===== src/rtl/cpu_trace_buffer_if.sv =====
// Bundle of trace-capture, read-back and status signals between a CPU/debug
// host (master) and the trace buffer (slave).
interface cpu_trace_buffer_if #(
    parameter int ADDR_W = 6,
    parameter int DATA_W = 40
);
    logic              arm;
    logic              mode;
    logic              sample_valid;
    logic [DATA_W-1:0] sample_data;
    logic              trigger;
    logic              rd_en;
    logic [ADDR_W-1:0] rd_addr;
    logic [DATA_W-1:0] rd_data;
    logic              rd_valid;
    logic [1:0]        state;
    logic [ADDR_W:0]   count;
    logic [ADDR_W:0]   trig_pos;
    logic              overflow;
    logic              done;

    modport master (
        output arm, mode, sample_valid, sample_data, trigger, rd_en, rd_addr,
        input  rd_data, rd_valid, state, count, trig_pos, overflow, done
    );

    modport slave (
        input  arm, mode, sample_valid, sample_data, trigger, rd_en, rd_addr,
        output rd_data, rd_valid, state, count, trig_pos, overflow, done
    );
endinterface


===== src/rtl/cpu_trace_buffer.sv =====
// Circular execution-trace capture with pre/post-trigger windowing and
// oldest-first registered read-back.
module cpu_trace_buffer #(
    parameter int ADDR_W    = 6,
    parameter int DATA_W    = 40,
    parameter int POST_TRIG = 8
) (
    input  logic                clk,
    input  logic                rst_n,
    cpu_trace_buffer_if.slave   bus
);
    localparam int DEPTH = 1 << ADDR_W;
    localparam logic [ADDR_W:0]   FULL_C  = DEPTH[ADDR_W:0];
    localparam logic [ADDR_W:0]   CNT_ONE = {{ADDR_W{1'b0}}, 1'b1};
    localparam logic [ADDR_W-1:0] PTR_ONE = CNT_ONE[ADDR_W-1:0];
    localparam logic [ADDR_W-1:0] POST_C  = POST_TRIG[ADDR_W-1:0];

    typedef enum logic [1:0] {
        ST_IDLE  = 2'd0,
        ST_ARMED = 2'd1,
        ST_POST  = 2'd2,
        ST_DONE  = 2'd3
    } state_e;

    logic [DATA_W-1:0] mem_q [DEPTH];

    state_e            state_q,     state_d;
    logic [ADDR_W-1:0] wr_ptr_q,    wr_ptr_d;
    logic [ADDR_W:0]   count_q,     count_d;
    logic [ADDR_W-1:0] post_left_q, post_left_d;
    logic [ADDR_W:0]   post_cnt_q,  post_cnt_d;
    logic              mode_q,      mode_d;
    logic              overflow_q,  overflow_d;
    logic [ADDR_W:0]   trig_pos_q,  trig_pos_d;
    logic              done_q,      done_d;
    logic [DATA_W-1:0] rd_data_q,   rd_data_d;
    logic              rd_valid_q,  rd_valid_d;

    logic              wr_en_s;
    logic              full_s;
    logic [ADDR_W-1:0] rd_phys_s;

    // Next-state computation for capture FSM, counters and read port.
    always_comb begin
        state_d     = state_q;
        wr_ptr_d    = wr_ptr_q;
        count_d     = count_q;
        post_left_d = post_left_q;
        post_cnt_d  = post_cnt_q;
        mode_d      = mode_q;
        overflow_d  = overflow_q;
        rd_data_d   = rd_data_q;
        rd_valid_d  = 1'b0;

        full_s  = (count_q == FULL_C);
        wr_en_s = rst_n && !bus.arm && bus.sample_valid &&
                  ((state_q == ST_ARMED) || (state_q == ST_POST));

        // Once full, the oldest entry sits at the write pointer.
        rd_phys_s = (full_s ? wr_ptr_q : {ADDR_W{1'b0}}) + bus.rd_addr;
        if (bus.rd_en) begin
            rd_valid_d = ({1'b0, bus.rd_addr} < count_q);
            if (rd_valid_d) begin
                rd_data_d = mem_q[rd_phys_s];
            end else begin
                rd_data_d = {DATA_W{1'b0}};
            end
        end else begin
            rd_valid_d = 1'b0;
        end

        if (wr_en_s) begin
            wr_ptr_d = wr_ptr_q + PTR_ONE;
            if (full_s) begin
                overflow_d = overflow_q | ~mode_q;
            end else begin
                count_d = count_q + CNT_ONE;
            end
        end else begin
            wr_ptr_d = wr_ptr_q;
        end

        if (bus.arm) begin
            state_d     = ST_ARMED;
            wr_ptr_d    = {ADDR_W{1'b0}};
            count_d     = {(ADDR_W+1){1'b0}};
            post_left_d = {ADDR_W{1'b0}};
            post_cnt_d  = {(ADDR_W+1){1'b0}};
            overflow_d  = 1'b0;
            mode_d      = bus.mode;
        end else begin
            case (state_q)
                ST_IDLE: begin
                    state_d = ST_IDLE;
                end
                ST_ARMED: begin
                    // A same-cycle sample is pre-trigger; a full one-shot buffer wins.
                    if (mode_q && (count_d == FULL_C)) begin
                        state_d = ST_DONE;
                    end else if (bus.trigger) begin
                        post_left_d = POST_C;
                        if (POST_TRIG == 0) begin
                            state_d = ST_DONE;
                        end else begin
                            state_d = ST_POST;
                        end
                    end else begin
                        state_d = ST_ARMED;
                    end
                end
                ST_POST: begin
                    if (wr_en_s) begin
                        post_left_d = post_left_q - PTR_ONE;
                        post_cnt_d  = post_cnt_q + CNT_ONE;
                        if ((post_left_q == PTR_ONE) || (mode_q && (count_d == FULL_C))) begin
                            state_d = ST_DONE;
                        end else begin
                            state_d = ST_POST;
                        end
                    end else begin
                        state_d = ST_POST;
                    end
                end
                ST_DONE: begin
                    state_d = ST_DONE;
                end
                default: begin
                    state_d = ST_IDLE;
                end
            endcase
        end

        done_d     = (state_d == ST_DONE);
        trig_pos_d = count_d - post_cnt_d;
    end

    // Control and status registers with synchronous active-low reset.
    always_ff @(posedge clk) begin
        if (!rst_n) begin
            state_q     <= ST_IDLE;
            wr_ptr_q    <= {ADDR_W{1'b0}};
            count_q     <= {(ADDR_W+1){1'b0}};
            post_left_q <= {ADDR_W{1'b0}};
            post_cnt_q  <= {(ADDR_W+1){1'b0}};
            mode_q      <= 1'b0;
            overflow_q  <= 1'b0;
            trig_pos_q  <= {(ADDR_W+1){1'b0}};
            done_q      <= 1'b0;
            rd_data_q   <= {DATA_W{1'b0}};
            rd_valid_q  <= 1'b0;
        end else begin
            state_q     <= state_d;
            wr_ptr_q    <= wr_ptr_d;
            count_q     <= count_d;
            post_left_q <= post_left_d;
            post_cnt_q  <= post_cnt_d;
            mode_q      <= mode_d;
            overflow_q  <= overflow_d;
            trig_pos_q  <= trig_pos_d;
            done_q      <= done_d;
            rd_data_q   <= rd_data_d;
            rd_valid_q  <= rd_valid_d;
        end
    end

    // Trace RAM; contents deliberately survive reset.
    always_ff @(posedge clk) begin
        if (wr_en_s) begin
            mem_q[wr_ptr_q] <= bus.sample_data;
        end
    end

    assign bus.state    = state_q;
    assign bus.count    = count_q;
    assign bus.trig_pos = trig_pos_q;
    assign bus.overflow = overflow_q;
    assign bus.done     = done_q;
    assign bus.rd_data  = rd_data_q;
    assign bus.rd_valid = rd_valid_q;
endmodule


===== src/flat_wrapper.sv =====
// flat-port wrapper written by rule: the top's interface ports become plain ports
module cpu_trace_buffer_flat 
#(
    parameter int ADDR_W    = 6,
    parameter int DATA_W    = 40,
    parameter int POST_TRIG = 8
)
  (clk, rst_n, bus_arm, bus_mode, bus_sample_valid, bus_sample_data, bus_trigger, bus_rd_en, bus_rd_addr, bus_rd_data, bus_rd_valid, bus_state, bus_count, bus_trig_pos, bus_overflow, bus_done);
  cpu_trace_buffer_if #(.ADDR_W(ADDR_W), .DATA_W(DATA_W)) bus_i ();
  input  logic clk;
  input  logic rst_n;
  input wire logic [$bits(bus_i.arm)-1:0] bus_arm;
  input wire logic [$bits(bus_i.mode)-1:0] bus_mode;
  input wire logic [$bits(bus_i.sample_valid)-1:0] bus_sample_valid;
  input wire logic [$bits(bus_i.sample_data)-1:0] bus_sample_data;
  input wire logic [$bits(bus_i.trigger)-1:0] bus_trigger;
  input wire logic [$bits(bus_i.rd_en)-1:0] bus_rd_en;
  input wire logic [$bits(bus_i.rd_addr)-1:0] bus_rd_addr;
  output wire logic [$bits(bus_i.rd_data)-1:0] bus_rd_data;
  output wire logic [$bits(bus_i.rd_valid)-1:0] bus_rd_valid;
  output wire logic [$bits(bus_i.state)-1:0] bus_state;
  output wire logic [$bits(bus_i.count)-1:0] bus_count;
  output wire logic [$bits(bus_i.trig_pos)-1:0] bus_trig_pos;
  output wire logic [$bits(bus_i.overflow)-1:0] bus_overflow;
  output wire logic [$bits(bus_i.done)-1:0] bus_done;
  assign bus_i.arm = bus_arm;
  assign bus_i.mode = bus_mode;
  assign bus_i.sample_valid = bus_sample_valid;
  assign bus_i.sample_data = bus_sample_data;
  assign bus_i.trigger = bus_trigger;
  assign bus_i.rd_en = bus_rd_en;
  assign bus_i.rd_addr = bus_rd_addr;
  assign bus_rd_data = bus_i.rd_data;
  assign bus_rd_valid = bus_i.rd_valid;
  assign bus_state = bus_i.state;
  assign bus_count = bus_i.count;
  assign bus_trig_pos = bus_i.trig_pos;
  assign bus_overflow = bus_i.overflow;
  assign bus_done = bus_i.done;
  cpu_trace_buffer #(.ADDR_W(ADDR_W), .DATA_W(DATA_W), .POST_TRIG(POST_TRIG)) u_core (.clk(clk), .rst_n(rst_n), .bus(bus_i));
endmodule

===== config.mk =====
export PLATFORM = sky130hd
export DESIGN_NAME = cpu_trace_buffer_flat
export DESIGN_NICKNAME = d
export VERILOG_FILES = /design/src/rtl/cpu_trace_buffer_if.sv /design/src/rtl/cpu_trace_buffer.sv /design/src/flat_wrapper.sv
export SDC_FILE = /design/constraint.sdc
export NUM_CORES = 2
export LEC_CHECK = 0
export CAP_MARGIN = 10
export CORE_MARGIN = 3
export CORE_UTILIZATION = 30
export DETAILED_ROUTE_END_ITERATION = 8
export SLEW_MARGIN = 10
export SYNTH_ARGS = -nofsm -noshare
export SYNTH_HDL_FRONTEND = slang
export SYNTH_SLANG_ARGS = --single-unit

===== constraint.sdc =====
create_clock -name clk -period 4.5 [get_ports clk]
set_input_delay 1.125 -clock clk [delete_from_list [all_inputs] [get_ports clk]]
set_output_delay 1.125 -clock clk [all_outputs]
set_load 0.03 [all_outputs]

==> results.cfg <==
[drt]
route.vias.total = 49292
route.detailed.drc = 0
vias_per_cell = 5.28
drt-initial-drc-count = 6396
ant_nets = 0
wl_per_cell_um = 30.4
dr.pass1.iters = 8
drt_wl_total_um = 284000

[yosys]
synth_top_cell_by_area = edfxtp_1
synthCells = 4185
synth_cell_types = 56
yosysMostFrequentCell = edfxtp_1
syn_area_um2 = 101000
synthTopCellsByCount = edfxtp_1 (2560), mux4_2 (800), clkbuf_1 (118)
synth-main-ff-cell = edfxtp_1
yosysSeqAreaShare_pct = 77.7
synth_top_area_share_pct = 76.1
synth.area.top_cells = edfxtp_1 (76%), mux4_2 (18%), dfxtp_1 (1.6%)
synth_warnings = 0
syn_avg_cell_area_um2 = 24.1
async_flop_share_pct = 0
synth_edf_count = 2560
synth_seq_cells = 2639
syn_nets = 4266

[critical_path]
start_kind = flip-flop
reg2reg_slack_ps = 120
cp.required_ps = 5220
critPathMaxFanout = 19
end_kind = flip-flop
crit_type = flip-flop to flip-flop
worstPathArrival_ps = 5100

[grt]
antenna_found_initial = 32
gr-usage-met1_pct = 23.0
grt_overflow = 0
grt_use_total_pct = 16.3
grt_max_degree = 65
use_met2_pct = 25.7
use_met3_pct = 3.36
grt_pass1_wl_um = 394000
grt_pass1_vias = 48966
top_usage_layer = met2

[clocking]
numClockSinks = 2639
cts_tree = built
numCtsBuffers = 274
root_buffer = clkbuf_16
htree_levels = 5
cts_setup_buffers = 0
path_clk_slew_ps = 60
clk_latency_ps = 860
clockBufferDepth = 4

[final_layout]
drive_above_1_share_pct = 33.8
nets = 4809
areaGrowthSynthToFinish_pct = 18.8
register_area_um2 = 78500
fin_util_pct = 35.9
n_fill_cell = 30131
multi_input_area_um2 = 22100

[timing]
final-hold-violation-count = 0
finalCriticalPeriod_ps = 4380
fmax_ghz = 0.228
hold-worst-slack_ps = 491
fin_skew_ps = 72.2
fin_ws_ps = 123
period_share_pct = 97.3
setup_viol = 0
rsz0062_at_grt = yes
tightest_slew_ps = 1210
drv_slew = 0
relSlewSlack_pct = 19.5

[power_and_ir_drop]
max-vdd-ir-drop_uv = 297
cellPowerDensity_nw_per_um2 = 423
p_total_mw = 50.8
p_leak_nw = 37.2

[floorplanning]
die_y_um = 586
initial_utilization_pct = 30.2
dieArea_um2 = 344000
num_rows = 212
fp.dieW_um = 586
core_area_um2 = 334000
io_pins = 112

[place]
hpwl_um = 158000
gp_congestion = 0.789
dp_slack_ps = -601
io_buffers = 111

[run_status]
status = finished, final reports clean

[hold_path]
hold_path_class = flip-flop to flip-flop

[flow_run]
max-cap-violations = 0
[report_power, final]
part / switching, mW / total (mW) / leakage, nW / internal (mW)
Clock: 9.22 / 21.4 / 4.04 / 12.2
Combinational: 1.28 / 2.37 / 9.48 / 1.09
Sequential: 0.0391 / 27.0 / 23.6 / 27.0
[layout make-up]
class	count	share of cell area, %
diodes	21	0.0438
multi-input cells	1313	18.4
repair buffers	484	4.66
flip-flops and latches	2639	65.4
clock inverters	117	0.847
clock buffers	355	6.07
inverters	16	0.0500
well taps	4387	4.57
[path summary, 6_finish.rpt]
kind                          from                endpoint  cells past startpoint
max            u_core.bus.count[0]  u_core.bus.rd_data[28]                     13
max reg2reg    u_core.bus.count[0]  u_core.bus.rd_data[28]                     13
min reg2reg  u_core.bus.rd_data[5]   u_core.bus.rd_data[5]                      1
min          u_core.bus.rd_data[5]   u_core.bus.rd_data[5]                      1
[routing by layer]
layer  vias up  routed length, µm
li1      19144                  -
met1     27210             116000
met2      2511             135000
met3       419              26100
met4         8               6900
met5         -                186
[cell families (layout without fill, tap and decap cells)]
group / count (synthesis) / in the layout / share of synthesized area, %
simple gates: 282 / 282 / 1.27
buf+inv: 233 / 972 / 1.04
fa+ha+maj: 28 / 28 / 0.362
compound gates: 97 / 97 / 0.778
other cells: 0 / 21 / 0
flops: 2639 / 2639 / 77.7
mux: 884 / 884 / 18.7
xor+xnor: 22 / 22 / 0.204
[state kept, by name (all words and copies together), names as in the netlist]
| register | cells |
|---|---|
| u_core.bus.count | 7 |
| u_core.bus.done | 1 |
| u_core.bus.overflow | 1 |
| u_core.bus.rd_data | 40 |
| u_core.bus.rd_valid | 1 |
| u_core.bus.state | 2 |
| u_core.bus.trig_pos | 7 |
| u_core.mem_q | 2560 |
| u_core.mode_q | 1 |
| u_core.post_cnt_q | 7 |
| u_core.post_left_q | 6 |
| u_core.wr_ptr_q | 6 |
[stage by stage]
| step | TNS, ps | instance area (µm²) | std cells |
|---|---|---|---|
| final | 0 | 120000 | 9332 |
| after global placement | -16830 | 112000 | 8839 |
| after CTS | 0 | 120000 | 9311 |
| after floorplan | 0 | 101000 | 4185 |
| after global routing | -1.87 | 120000 | 9326 |
| after detailed placement | -17040 | 112000 | 8839 |
[layout by cell type (no fill, tap or decap), types with 3 or more instances in the layout]
master / instances
clkinv_8: 4
mux2i_1: 83
xnor2_2: 3
nor2b_1: 8
ha_1: 25
edfxtp_1: 2560
buf_2: 39
a21o_1: 13
dfxtp_1: 79
xnor2_1: 12
a21oi_1: 15
clkbuf_1: 73
and3_1: 7
or3_1: 8
buf_4: 224
bufinv_16: 13
mux4_2: 800
nand4_1: 4
clkdlybuf4s50_1: 71
nor3_1: 6
nor2_4: 65
nand2b_1: 6
buf_12: 149
or4_1: 3
diode_2: 21
xor2_1: 5
clkinv_2: 36
o21ai_0: 9
inv_6: 10
nand3_1: 8
clkinv_1: 43
a32o_1: 40
nand2_1: 101
inv_1: 15
clkbuf_8: 4
clkbuf_16: 278
nor2_1: 44
clkinvlp_4: 7
or2_2: 5
[what timing repair did]
item | CTS | global route
resized for setup | 0 | 4
hold buffers | 0 | 0
setup endpoints to repair | 0 | 5
[worst max-delay path: stages (launching register included)]
cell and delay [ps]:
dfxtp_1 330, inv_1 60, ha_1 210, nor2b_1 190
and3_1 230, ha_4 170, fa_4 910, buf_12 210
buf_12 200, mux4_2 320, mux4_2 570, mux2i_1 330
nand2_1 210, a32o_1 300
Note: power is estimated with default switching activity, not from simulation.
